[src/rtl/if_stage_pc_unit_pkg.sv]
// Shared definitions for the instruction-fetch PC unit: default widths,
// the NOP encoding and the next-PC source selection.
package if_stage_pc_unit_pkg;

    localparam int DEF_PC_LEN          = 12;
    localparam int DEF_INSTRUCTION_LEN = 19;
    localparam int DEF_OFFSET_LEN      = 8;
    localparam int DEF_STACK_DEPTH     = 8;

    // A NOP is the all-zero instruction word.
    localparam logic [DEF_INSTRUCTION_LEN-1:0] NOP_INSTRUCTION = '0;

    typedef enum logic [1:0] {
        PC_PLUS1  = 2'd0,
        PC_OFFSET = 2'd1,
        PC_CONST  = 2'd2,
        PC_STACK  = 2'd3
    } pc_sel_e;

    // Selects are meant to be one-hot; if several are high the stack wins,
    // then the constant, then the offset. Nothing high means sequential.
    function automatic pc_sel_e pc_sel_encode(
        input logic sel_plus1,
        input logic sel_offset,
        input logic sel_const,
        input logic sel_stack
    );
        pc_sel_e sel;
        sel = PC_PLUS1;
        if (sel_stack) begin
            sel = PC_STACK;
        end else if (sel_const) begin
            sel = PC_CONST;
        end else if (sel_offset) begin
            sel = PC_OFFSET;
        end else if (sel_plus1) begin
            sel = PC_PLUS1;
        end
        return sel;
    endfunction

endpackage

[src/rtl/if_stage_pc_unit_return_stack.sv]
// Hardware return-address stack. sp counts valid entries (0..STACK_DEPTH);
// the top entry is read combinationally so a return can use it in the same
// cycle it is popped. Illegal operations are ignored and latch sticky flags.
module if_stage_pc_unit_return_stack
    import if_stage_pc_unit_pkg::*;
#(
    parameter int PC_LEN      = DEF_PC_LEN,
    parameter int STACK_DEPTH = DEF_STACK_DEPTH
) (
    input  logic              clk,
    input  logic              rst,
    input  logic              push,
    input  logic              pop,
    input  logic [PC_LEN-1:0] push_data,
    output logic [PC_LEN-1:0] top_data,
    output logic              overflow,
    output logic              underflow,
    output logic              conflict
);

    localparam int SP_W  = $clog2(STACK_DEPTH + 1);
    localparam int IDX_W = $clog2(STACK_DEPTH);

    logic [PC_LEN-1:0] mem [STACK_DEPTH];
    logic [SP_W-1:0]   sp;
    logic              full;
    logic              empty;
    logic              do_push;
    logic              do_pop;

    // Decode which operation really happens and present the top entry.
    always_comb begin
        full     = (sp == SP_W'(STACK_DEPTH));
        empty    = (sp == '0);
        do_push  = push && !pop && !full;
        do_pop   = pop && !push && !empty;
        top_data = '0;
        if (!empty) begin
            top_data = mem[IDX_W'(sp - SP_W'(1))];
        end
    end

    // Storage write; contents need no reset since sp bounds every read.
    always_ff @(posedge clk) begin
        if (!rst && do_push) begin
            mem[sp[IDX_W-1:0]] <= push_data;
        end
    end

    // Stack pointer and sticky error flags.
    always_ff @(posedge clk) begin
        if (rst) begin
            sp        <= '0;
            overflow  <= 1'b0;
            underflow <= 1'b0;
            conflict  <= 1'b0;
        end else begin
            if (do_push) begin
                sp <= sp + SP_W'(1);
            end else if (do_pop) begin
                sp <= sp - SP_W'(1);
            end
            if (push && !pop && full) begin
                overflow <= 1'b1;
            end
            if (pop && !push && empty) begin
                underflow <= 1'b1;
            end
            if (push && pop) begin
                conflict <= 1'b1;
            end
        end
    end

endmodule

[src/rtl/if_stage_pc_unit.sv]
// Instruction-fetch stage: owns the PC, picks the next PC from redirects
// resolved in EX, and registers the fetched word into the IF/ID outputs.
// A redirect flushes the wrong-path fetch and beats a stall.
module if_stage_pc_unit
    import if_stage_pc_unit_pkg::*;
#(
    parameter int PC_LEN          = DEF_PC_LEN,
    parameter int INSTRUCTION_LEN = DEF_INSTRUCTION_LEN,
    parameter int OFFSET_LEN      = DEF_OFFSET_LEN,
    parameter int STACK_DEPTH     = DEF_STACK_DEPTH
) (
    input  logic                       clk,
    input  logic                       rst,
    input  logic                       stall,
    input  logic                       sel_PC_src_plus1,
    input  logic                       sel_PC_src_offset,
    input  logic                       sel_PC_src_const,
    input  logic                       sel_PC_src_stack,
    input  logic [PC_LEN-1:0]          ex_pc,
    input  logic [OFFSET_LEN-1:0]      branch_offset,
    input  logic [PC_LEN-1:0]          jump_const,
    input  logic                       push_stack,
    input  logic                       pop_stack,
    output logic [PC_LEN-1:0]          imem_addr,
    input  logic [INSTRUCTION_LEN-1:0] imem_rdata,
    output logic [INSTRUCTION_LEN-1:0] PR1_instruction,
    output logic [PC_LEN-1:0]          PR1_pc_plus1,
    output logic                       PR1_valid,
    output logic                       stack_overflow,
    output logic                       stack_underflow,
    output logic                       stack_conflict
);

    logic [PC_LEN-1:0] pc;
    logic [PC_LEN-1:0] pc_plus1;
    logic [PC_LEN-1:0] ex_pc_plus1;
    logic [PC_LEN-1:0] offset_target;
    logic [PC_LEN-1:0] stack_top;
    logic [PC_LEN-1:0] target;
    logic              redirect;
    pc_sel_e           sel;

    assign imem_addr = pc;

    if_stage_pc_unit_return_stack #(
        .PC_LEN      (PC_LEN),
        .STACK_DEPTH (STACK_DEPTH)
    ) u_return_stack (
        .clk       (clk),
        .rst       (rst),
        .push      (push_stack),
        .pop       (pop_stack),
        .push_data (ex_pc_plus1),
        .top_data  (stack_top),
        .overflow  (stack_overflow),
        .underflow (stack_underflow),
        .conflict  (stack_conflict)
    );

    // Next-PC selection; all sums wrap modulo 2^PC_LEN.
    always_comb begin
        pc_plus1      = pc + PC_LEN'(1);
        ex_pc_plus1   = ex_pc + PC_LEN'(1);
        offset_target = ex_pc + {{(PC_LEN-OFFSET_LEN){branch_offset[OFFSET_LEN-1]}}, branch_offset};
        sel           = pc_sel_encode(sel_PC_src_plus1, sel_PC_src_offset,
                                      sel_PC_src_const, sel_PC_src_stack);
        redirect      = (sel != PC_PLUS1);
        target        = pc_plus1;
        case (sel)
            PC_OFFSET: target = offset_target;
            PC_CONST:  target = jump_const;
            PC_STACK:  target = stack_top;
            default:   target = pc_plus1;
        endcase
    end

    // PC register and IF/ID pipeline register with flush and stall.
    always_ff @(posedge clk) begin
        if (rst) begin
            pc              <= '0;
            PR1_instruction <= '0;
            PR1_pc_plus1    <= '0;
            PR1_valid       <= 1'b0;
        end else if (redirect) begin
            pc              <= target;
            PR1_instruction <= INSTRUCTION_LEN'(NOP_INSTRUCTION);
            PR1_valid       <= 1'b0;
        end else if (!stall) begin
            pc              <= pc_plus1;
            PR1_instruction <= imem_rdata;
            PR1_pc_plus1    <= pc_plus1;
            PR1_valid       <= 1'b1;
        end
    end

endmodule
[config.mk]
export PLATFORM = sky130hd
export DESIGN_NAME = if_stage_pc_unit
export DESIGN_NICKNAME = d
export VERILOG_FILES = /design/src/rtl/if_stage_pc_unit_pkg.sv /design/src/rtl/if_stage_pc_unit_return_stack.sv /design/src/rtl/if_stage_pc_unit.sv
export SDC_FILE = /design/constraint.sdc
export NUM_CORES = 1
export LEC_CHECK = 0
export CORE_MARGIN = 5
export CORE_UTILIZATION = 34
export DETAILED_ROUTE_END_ITERATION = 10
export MAX_ROUTING_LAYER = met4
export PLACE_DENSITY_LB_ADDON = 0.12
export SLEW_MARGIN = 0
export SYNTH_ARGS = -nofsm -noshare
export SYNTH_HDL_FRONTEND = slang
export SYNTH_HIERARCHICAL = 1
export SYNTH_SLANG_ARGS = --single-unit
[constraint.sdc]
create_clock -name clk -period 7.4 [get_ports clk]
set_input_delay 0.74 -clock clk [delete_from_list [all_inputs] [get_ports clk]]
set_output_delay 0.74 -clock clk [all_outputs]
set_load 0.005 [all_outputs]
* After elaboration in Yosys (flattened, before gate mapping)
Memories as Yosys holds them, arrays and structs flattened. Cells that the tools add are included. Widths: inputs -> output; s select.
Word-level totals: register bits after elaboration 51, latch bits 0, bits in writable memories 96, memory bits (read-only) 0, bits of input ports 60, output and inout bits 47, logic and storage cells 50, memories 1
Operators by class: add/sub/neg operators 5, multipliers 0, divide/modulo/power cells 0, magnitude comparators 0, equal/unequal tests 5, shift-type cells 0, muxes and demuxes 11, bitwise operators 2, reduce and logical (&&, ||, !) cells 18
Memory list:
- u_return_stack.mem | depth 8, width 12, read ports 1, clocked after memory_dff 0, write ports 1, RTL line if_stage_pc_unit_return_stack.sv:24 | logic [PC_LEN-1:0] mem [STACK_DEPTH];
Operators by type and width (count):
- $mux 12 | 3
- $pmux 12 s3 | 1
- $add 12x1->12 const B | 2
- $add 12x12->12 | 1
- $logic_and 1x1->1 | 8
- $mux 4 | 2
- $logic_not 1->1 | 5
- $add 4x1->4 const B | 1
- $eq 2x2->1 const B | 2
- $eq 4x4->1 const B | 1
- $logic_not 4->1 | 1
- $mux 2 | 2
- $reduce_bool 2->1 | 2
- $sub 4x1->4 const B | 1
- $mux 1 | 3
- $eq 2x1->1 const B | 1
- $ne 2x1->1 const B | 1
- $not 1->1 | 2
- $reduce_and 2->1 | 1
- $reduce_or 2->1 | 1

* Longest topological paths before layout
Gate-level depths: netlist (run 1).
word-level depth 6, depth in mapped cells 11

* Modules after synthesis
Netlist (run 1), hierarchy kept.
By module, submodules not included:
- if_stage_pc_unit_return_stack | times used 1, cells an instance 275, area each 4245.3 um^2, seq. area each 3022.9 um^2
- if_stage_pc_unit | times used 1, cells an instance 307, area each 2753.9 um^2, seq. area each 880.8 um^2

* Worst setup path before layout (run 1)
OpenSTA, ideal clock, no wires.
kind input-to-reg, start input rst, end memory u_return_stack/mem[0][0] (netlist bit) (enable), arrival time 2.065 ns, data required time 7.004 ns, setup slack 4.939 ns, cell stages on the path 4, cells stage by stage clkbuf_1 nor2_1 nand3_1 nor3_1
On the way: cells in the longest elaborated chain, start to end 4
Ends and longest elaborated chain:
- start: declaration | RTL line if_stage_pc_unit.sv:13 | input logic rst,
- $logic_not 1->1 | RTL line if_stage_pc_unit_return_stack.sv:45 | if (!rst && do_push) begin
- $logic_and 1x1->1 | RTL line if_stage_pc_unit_return_stack.sv:45
- $mux 1 | RTL line if_stage_pc_unit_return_stack.sv:45
- $mux 1 (implied by the code) | RTL line if_stage_pc_unit_return_stack.sv:46 | mem[sp[IDX_W-1:0]] <= push_data;
- end: declaration | RTL line if_stage_pc_unit_return_stack.sv:24
No other way between the ends.

* Worst setup path in the final report (run 1)
start register u_return_stack.sp[0], end register pc[11] (netlist: imem_addr[11])
On the way: cells in the longest elaborated chain, start to end 5, elaborated cells between the ends (all ways) 6
Ends and longest elaborated chain:
- start: declaration | RTL line if_stage_pc_unit_return_stack.sv:25 | logic [SP_W-1:0] sp;
- start signal: assignment | RTL line if_stage_pc_unit_return_stack.sv:59 | sp <= sp + SP_W'(1);
- start signal: assignment | RTL line if_stage_pc_unit_return_stack.sv:61 | sp <= sp - SP_W'(1);
- $sub 4x1->4 | RTL line if_stage_pc_unit_return_stack.sv:39 | top_data = mem[IDX_W'(sp - SP_W'(1))];
- $mem_v2 8x12
- $mux 12 (*) | RTL line if_stage_pc_unit_return_stack.sv:38 | if (!empty) begin
- named net stack_top[11] | RTL line if_stage_pc_unit.sv:38 | logic [PC_LEN-1:0] stack_top;
- $pmux 12 s3 (*) | RTL line if_stage_pc_unit.sv:69 | case (sel)
- $mux 12 (*) | RTL line if_stage_pc_unit.sv:84 | end else if (redirect) begin
- end signal: assignment | RTL line if_stage_pc_unit.sv:85 | pc <= target;
- end signal: assignment | RTL line if_stage_pc_unit.sv:89 | pc <= pc_plus1;
- end: declaration | RTL line if_stage_pc_unit.sv:34 | logic [PC_LEN-1:0] pc;
Mark *: on every way through the listed nets, which the timed path passes. The rest lies on a longest branch. A chain may end at the register's enable or synchronous reset.

==> results of run 1 <==
[metal layers]
metal / track usage / routed length, um / vias to the layer above
met4: 0.0353 / 112 / 0
met2: 0.247 / 8680 / 113
met1: 0.209 / 8360 / 2381
met3: 0.0452 / 888 / 8
li1: - / - / 2409
met5: - / 0 / -
[worst max-delay path, cell delays in order, from the launching register on]
cell     delay (ns)
dfxtp_1        0.86
inv_1          0.19
ha_1           0.35
xnor2_2        0.60
nand2_1        0.50
o22ai_1        0.39
nor4_1         0.15
a22oi_1        0.24
o22ai_1        0.11
or3b_1         0.39
[registers in the layout (all words and copies together) (netlist names)]
register and cells:
u_return_stack/sp 4, u_return_stack/overflow 1, u_return_stack/mem 96, imem_addr 12, PR1_instruction 19, u_return_stack/underflow 1, PR1_valid 1, u_return_stack/conflict 1
PR1_pc_plus1 12
[cells by family after synthesis]
logic type                 after synthesis
xor gates and xnor gates                38
and+or+nand+nor                        176
adders and majority gates               16
buffers and inverters                   46
muxes                                   46
AOI/OAI and AO/OA                      113
DFF                                    147
[metrics by stage]
| stage | hold slack [ns] | worst slack, ns | cell area (um^2) |
|---|---|---|---|
| after floorplan | 0.442 | 4.94 | 7000 |
| after global placement | 0.433 | 3.53 | 8280 |
| after detailed placement | 0.438 | 3.52 | 8280 |
| after CTS | 0.446 | 3.50 | 8850 |
| after global routing | 0.468 | 3.18 | 8850 |
| final | 0.443 | 3.49 | 8850 |
[cells in the mapped netlist, types with 4 or more instances]
cell,count
nand4_1,6
nor2_1,52
a2111oi_0,12
and2_1,24
buf_2,10
nor4_1,12
o22ai_1,19
dfxtp_1,51
nand2_1,26
mux2_2,25
xnor2_1,20
xor2_1,17
nor3_1,7
buf_4,8
inv_1,10
a211oi_1,22
mux2i_1,21
nand3_1,12
clkbuf_1,11
a21oi_1,17
and3_1,5
ha_1,15
edfxtp_1,96
a222oi_1,7
o21ai_0,8
nand3b_1,4
[layout make-up]
class                      count  area (um^2)  area share
clock buffer                  22          499      0.0564
clock inverter                10         67.6     0.00764
inverter                      11         41.3     0.00467
multi-input combinational    389         2860       0.324
sequential                   147         3900       0.441
tap                          270          338      0.0382
timing repair buffer         116         1130       0.128
[placed cells by master (no fill, tap or decap), types with 17 or more instances in the layout]
| cell type | synthesis | final |
|---|---|---|
| dfxtp_1 | 51 | 51 |
| edfxtp_1 | 96 | 96 |
| o22ai_1 | 19 | 19 |
| mux2_2 | 25 | 25 |
| clkdlybuf4s50_1 | 0 | 105 |
| mux2i_1 | 21 | 21 |
| nor2_1 | 52 | 52 |
| xnor2_1 | 20 | 20 |
| xor2_1 | 17 | 17 |
| and2_1 | 24 | 24 |
| clkbuf_16 | 0 | 18 |
| a211oi_1 | 22 | 22 |
| a21oi_1 | 17 | 17 |
| nand2_1 | 26 | 26 |
[power groups by stage]
| stage | combinational (mW) | clock, mW | sequential [mW] |
|---|---|---|---|
| after floorplan | 0.270 | 0 | 0.931 |
| after global placement | 0.393 | 0 | 0.946 |
| after detailed placement | 0.398 | 0 | 0.947 |
| after CTS | 0.402 | 0.835 | 0.929 |
| after global routing | 0.434 | 0.872 | 0.933 |
| final | 0.395 | 0.814 | 0.929 |
[worst min-delay path by stage]
stage,to,cells past startpoint,startpoint
5_1_grt,PR1_valid,2,PR1_valid
3_5_place_dp,PR1_valid,2,PR1_valid
3_3_place_gp,PR1_valid,2,PR1_valid
4_1_cts,PR1_valid,2,PR1_valid
6_report,PR1_valid,2,PR1_valid
2_1_floorplan,PR1_valid,2,PR1_valid
==> reports/metrics.yaml, run 1 <==
synthAdderAreaFrac: 0.0297
worst_ep_arrival_time_ns: 4.20
ioPinCount: 107
dr.first_iter.drc_count: 331
worstMarginPinSlew_ns: 1.10
critPathCaptureType: "flop"
finish.net_count: 758
clk_pin_slew_ns: 0.06
seq_power_share: 0.435
pwr-share-comb: 0.185
vias_per_cell: 5.09
antenna_cells: 0
vdd_drop_max_mv: 0.141
synth.avg_cell_area_um2: 12.0
endpoint: "imem_addr[11]"
synth_top_family_by_area: "simple AND/OR/NAND/NOR gates"
stdcell_count: 965
period_minus_slack_ns: 3.91
die_h_um: 153
antenna_found_initial: 0
tns_ns: 0
clock_path_buffers: 2
worstPathMaxFanout: 23
htreeDepth: 4
synth_area_leaders: "edfxtp_1 41%, dfxtp_1 15%, mux2_2 4.0%, mux2i_1 3.0%, nor2_1 2.8%"
utilization: 0.437
setup_viol: 0
place.gp.congestion: 0.798
drive_above_1_share: 0.122
cap_violations: 0
coreArea_um2: 20200
yosys.cell_types.count: 70
finClkSkew_ns: 0.00654
syn_area_um2: 7000
hp-class: "flop to flop"
grt_overflow: 0
p_switching_uw: 581
power.leakage_nw: 3.00
grtUsageTotal: 0.159
crit_path_start: "u_return_stack/sp[0]"
final_hold_viol_count: 0
yosys.area.top_type_share: 0.412
dieArea_um2: 23600
netlist_instances: 582
wl_per_cell_um: 18.7
cellPowerDensity_nw_per_um2: 242
rsz0062_at_grt: "no"
die_x_um: 153
synthArstFlopShare: 0
fmax_mhz: 256
initial_utilization: 0.346
cts_hold_buf: 0
slew_viol_final: 0
synth-simple-area-share: 0.143
power.share.switching: 0.272
rr_worst_depth: 9
wirelength_um: 18000
required_ns: 7.69
synth_seq_area_share: 0.558
root_buffer: "clkbuf_16"
grt_pass1_vias: 4970
synth_compound_area_frac: 0.118
ant_nets: 0
post-route-period-util: 0.528
power.share.clock: 0.381
path_class: "flop to flop"
grt_pass1_wl_um: 28400
dp_cells: 933
synth_nets: 658
numCtsBuffers: 17
drcViolationCount: 0
hpwl_um: 12900
ys_seq_elements: 147
reg2reg_from: "u_return_stack/sp[0]"
synth_edf_count: 96
synth.largest_area_cell: "edfxtp_1"
r2r_slack_ns: 3.49
clk_latency_ns: 0.41
cts_tree: "done"
ys_warn_count: 6
status: "finished, final reports clean"
grt_max_degree: 51
rows: 52
clkSinkCount: 147
cts_resized: 0
portBuffers: 105
power_mw: 2.14
relSlewSlack: 0.259
startpoint_type: "flop"
fill_cells: 1853
p_int_mw: 1.56
synth_xor_xnor_area_share: 0.0486
yosys_most_used_dff: "edfxtp_1"
post_cts_buffers: 0
dr.pass1.iters: 5
vias: 4911
synthMuxAreaShare: 0.0703
area_delta_synth_final_pct: 26.4
r2r_end: "imem_addr[11]"
(Power assumes the default switching activity.)
==> run 2, diff against run 1 <==
Clock period 7.4 ns to 3.8 ns, I/O delays scaled along.
==> run 2 against run 1 <==
  * Global-route usage up 0.12 points
  * Wire length rose by 0.27%
  * First-iteration DRC count increased by 8.8%
  * Non-clock buffer count is 14 higher
  * Power increased by 100%
  * Cell count grew 1.5%
  * Sequential power is 94% higher
  * Flip-flop and latch count unchanged
  * Via count up 3.4%
  * Largest power group unchanged
==> reports/metrics.yaml, run 2 (synthesis gave the netlist of run 1 again) <==
clk_latency_ns: 0.42
ant_nets: 0
grt_overflow: 0
hpwl_um: 13200
crit_family: "simple AND/OR/NAND/NOR gates"
ioPinCount: 107
fill_cells: 1871
post_cts_buffers: 0
worstMarginPinSlew_ns: 1.11
place_ws_ns: 0.601
critPathCaptureType: "flop"
cp_cell_sequence: "inv_1, ha_1, xnor2_2, nand2_1, o22ai_1, nor4_1, a22oi_1, o22ai_1, or3b_1"
worst-path-buf-inv: 1
grt_pass1_wl_um: 28800
clkSinkCount: 147
worst_ep_arrival_time_ns: 3.48
cellPowerDensity_nw_per_um2: 478
area_delta_synth_final_pct: 28.5
vdd_drop_max_mv: 0.302
required_ns: 4.10
worstPathMaxFanout: 15
die_x_um: 153
clock_path_buffers: 2
fin_ws_ns: 0.617
relSlewSlack: 0.257
cts_tree: "done"
hp-class: "flop to flop"
rsz0062_at_grt: "no"
largest_reg_flops: 96
tns_ns: 0
status: "finished, final reports clean"
antenna_found_initial: 0
grtUsageTotal: 0.160
dr.first_iter.drc_count: 360
path_class: "flop to flop"
vias: 5078
finClkSkew_ns: 0.00876
holdWs_ns: 0.452
drcViolationCount: 0
slowest_delay_ns: 0.61
startpoint_type: "flop"
vias_per_cell: 5.19
final_hold_viol_count: 0
final_area_um2: 8990
numCtsBuffers: 17
path_common_cell: "o22ai_1"
mostFrequentLayoutCell: "clkdlybuf4s50_1"
dieArea_um2: 23600
wl_per_cell_um: 18.5
htreeDepth: 4
cts_hold_buf: 0
coreArea_um2: 20200
finish.net_count: 772
grt_max_degree: 35
cts_resized: 0
clk_pin_slew_ns: 0.06
final_cell_mix: "105 x clkdlybuf4s50_1, 96 x edfxtp_1, 52 x nor2_1"
place.gp.congestion: 0.803
root_buffer: "clkbuf_16"
fmax_mhz: 314
portBuffers: 105
die_h_um: 153
critical-path-slowest-cell: "xnor2_2"
dr.pass1.iters: 4
rows: 52
period_minus_slack_ns: 3.18
wirelength_um: 18100
drive_above_1_share: 0.137
grt_pass1_vias: 5200
slew_viol_final: 0
cap_violations: 0
initial_utilization: 0.346
power.leakage_nw: 3.08
placed_area_um2: 8380
setup_viol: 0
antenna_cells: 0
post-route-period-util: 0.838
run 2: cell types whose count changed in the layout (fill, tap and decap cells not counted):
| cell | delta |
|---|---|
| buf_4 | +14 |
| clkinv_4 | -2 |
| clkbuf_16 | +3 |
| clkinv_2 | +3 |
| inv_4 | -5 |
| clkbuf_1 | +2 |
| clkbuf_4 | -1 |
run 2: final cells by class:
type	count	area (um^2)	share of cell area
Clock inverter	6	33.8	0.00376
Clock buffer	26	574	0.0639
Inverter	11	41.3	0.00459
Timing Repair Buffer	130	1240	0.138
Multi-Input combinational cell	389	2860	0.318
Sequential cell	147	3900	0.434
Tap cell	270	338	0.0376
run 2: stage by stage:
step | total power, mW | utilization | cells
after detailed placement | 2.67 | 0.414 | 947
after global placement | 2.66 | 0.414 | 947
after global routing | 4.52 | 0.444 | 979
after floorplan | 2.34 | - | 582
after CTS | 4.36 | 0.444 | 979
final | 4.30 | 0.444 | 979
run 2: path summary, 6_finish.rpt:
kind / start / to / slack, ns / cells past startpoint
worst max-delay path: u_return_stack/sp[1] / imem_addr[11] / 0.62 / 9
worst min-delay path: PR1_valid / PR1_valid / 0.45 / 2
worst max register to register: u_return_stack/sp[1] / imem_addr[11] / 0.62 / 9
worst min register to register: PR1_valid / PR1_valid / 0.45 / 2
run 2: where the power goes:
part           total, mW  internal [mW]  switching (mW)
logic              0.826          0.386           0.439
clock network       1.68           1.04           0.637
registers           1.80           1.75          0.0496
total               4.30           3.18            1.13
run 2: worst min-delay path, stage by stage (launching register included):
cell     delay (ns)
dfxtp_1        0.31
inv_1          0.05
a21oi_1        0.05
run 2: metal layers:
layer	share of wire	GRT usage	up-vias
met5	0	-	-
met4	0.019	0.0496	0
met2	0.47	0.244	138
met3	0.054	0.0427	25
met1	0.46	0.211	2470
li1	-	-	2445
==> run 3, diff against run 2 <==
Clock period 3.8 ns to 3.08 ns, I/O delays scaled along.
==> run 3 against run 2 <==
  * Clock power increased by 30%
  * Critical path type unchanged
  * Worst setup slack lost 0.22 ns
  * Non-clock buffer count grew 14
  * Largest power group unchanged
  * Maximum frequency increased by 19%
==> reports/metrics.yaml, run 3 (synthesis gave the netlist of run 1 again) <==
numCtsBuffers: 17
slew_viol_final: 0
rsz0062_at_grt: "no"
crit_path_start: "u_return_stack/sp[0]"
antenna_cells: 0
vias_per_cell: 5.15
utilization: 0.452
ioPinCount: 107
grt_max_degree: 41
relSlewSlack: 0.481
p_switching_mw: 1.45
status: "finished, final reports clean"
power.leakage_nw: 3.17
die_x_um: 153
clock_path_buffers: 2
initial_utilization: 0.346
vias: 5116
dr.pass1.iters: 5
power_mw: 5.49
fill_cells: 1865
worstMarginPinSlew_ns: 0.777
mostFrequentLayoutCell: "clkdlybuf4s50_1"
area_delta_synth_final_pct: 30.6
drcViolationCount: 0
wl_per_cell_um: 19.1
coreArea_um2: 20200
setup_viol: 0
tns_ns: 0
root_buffer: "clkbuf_16"
min_from: "PR1_valid"
grt_pass1_wl_um: 29300
grt_overflow: 0
clk_latency_ns: 0.42
grtUsageTotal: 0.164
cts_hold_buf: 0
ant_nets: 0
largest_reg_flops: 96
r2r_slack_ns: 0.40
fmax_mhz: 373
post-route-period-util: 0.871
final_cell_mix: "105 x clkdlybuf4s50_1, 96 x edfxtp_1, 52 x nor2_1"
power.share.switching: 0.264
clkSinkCount: 147
vdd_drop_max_mv: 0.377
pwr-share-comb: 0.200
fin_ws_ns: 0.397
die_h_um: 153
rows: 52
post_cts_buffers: 0
drive_above_1_share: 0.155
required_ns: 3.37
worst_ep_arrival_time_ns: 2.97
hpwl_um: 13600
dieArea_um2: 23600
wirelength_um: 19000
grt_pass1_vias: 5137
finish.net_count: 786
p_int_mw: 4.04
reg2reg_from: "u_return_stack/sp[0]"
final_hold_viol_count: 0
antenna_found_initial: 0
cellPowerDensity_nw_per_um2: 601
power.share.clock: 0.396
htreeDepth: 4
place_ws_ns: 0.335
clk_pin_slew_ns: 0.06
portBuffers: 105
place.gp.congestion: 0.818
hp-class: "flop to flop"
startpoint_type: "flop"
dr.first_iter.drc_count: 317
path_class: "flop to flop"
cap_violations: 0
finClkSkew_ns: 0.0103
worstPathMaxFanout: 8
period_minus_slack_ns: 2.68
cts_resized: 0
critPathCaptureType: "flop"
seq_power_share: 0.404
cts_tree: "done"
==> run 3: per-layer routing <==
layer / GRT usage / share of wire
met3: 0.0348 / 0.050
met2: 0.251 / 0.46
met4: 0.0446 / 0.016
met5: - / 0
met1: 0.223 / 0.47
==> run 3: layout make-up <==
cell class              count  area [um^2]  share of cell area
well taps                 270          338              0.0370
repair buffers            144         1360               0.148
clock inverters             8         78.8             0.00862
multi-input cells         389         2860               0.313
clock buffers              24          559              0.0612
inverters                  11         41.3             0.00452
flip-flops and latches    147         3900               0.427
==> run 3: critical path, stage by stage (launching register included) <==
cell and delay, ns:
dfxtp_1 0.33, inv_1 0.07, ha_1 0.29, xnor2_2 0.31
nand2_1 0.31, buf_4 0.28, o22ai_1 0.22, nor4_1 0.09
buf_4 0.15, a222oi_1 0.39, a21oi_1 0.11
==> run 3: power by group through the flow <==
stage,logic (mW),clock network (mW),registers (mW)
2_1_floorplan,0.650,0,2.24
3_3_place_gp,1.09,0,2.26
3_5_place_dp,1.11,0,2.26
4_1_cts,1.11,2.23,2.21
5_1_grt,1.19,2.31,2.22
6_report,1.10,2.18,2.22
==> run 3: path summary, 6_finish.rpt <==
path                                      to  depth (start not counted)
worst max-delay path            imem_addr[2]                         10
worst min-delay path               PR1_valid                          2
worst max register to register  imem_addr[2]                         10
worst min register to register     PR1_valid                          2
==> run 3: stage by stage <==
| stage | area (um^2) | hold WS, ns | std cells |
|---|---|---|---|
| final | 9140 | 0.459 | 993 |
| after global routing | 9140 | 0.465 | 993 |
| after CTS | 9140 | 0.459 | 993 |
| after detailed placement | 8500 | 0.443 | 961 |
| after global placement | 8500 | 0.435 | 961 |
| after floorplan | 7000 | 0.442 | 582 |
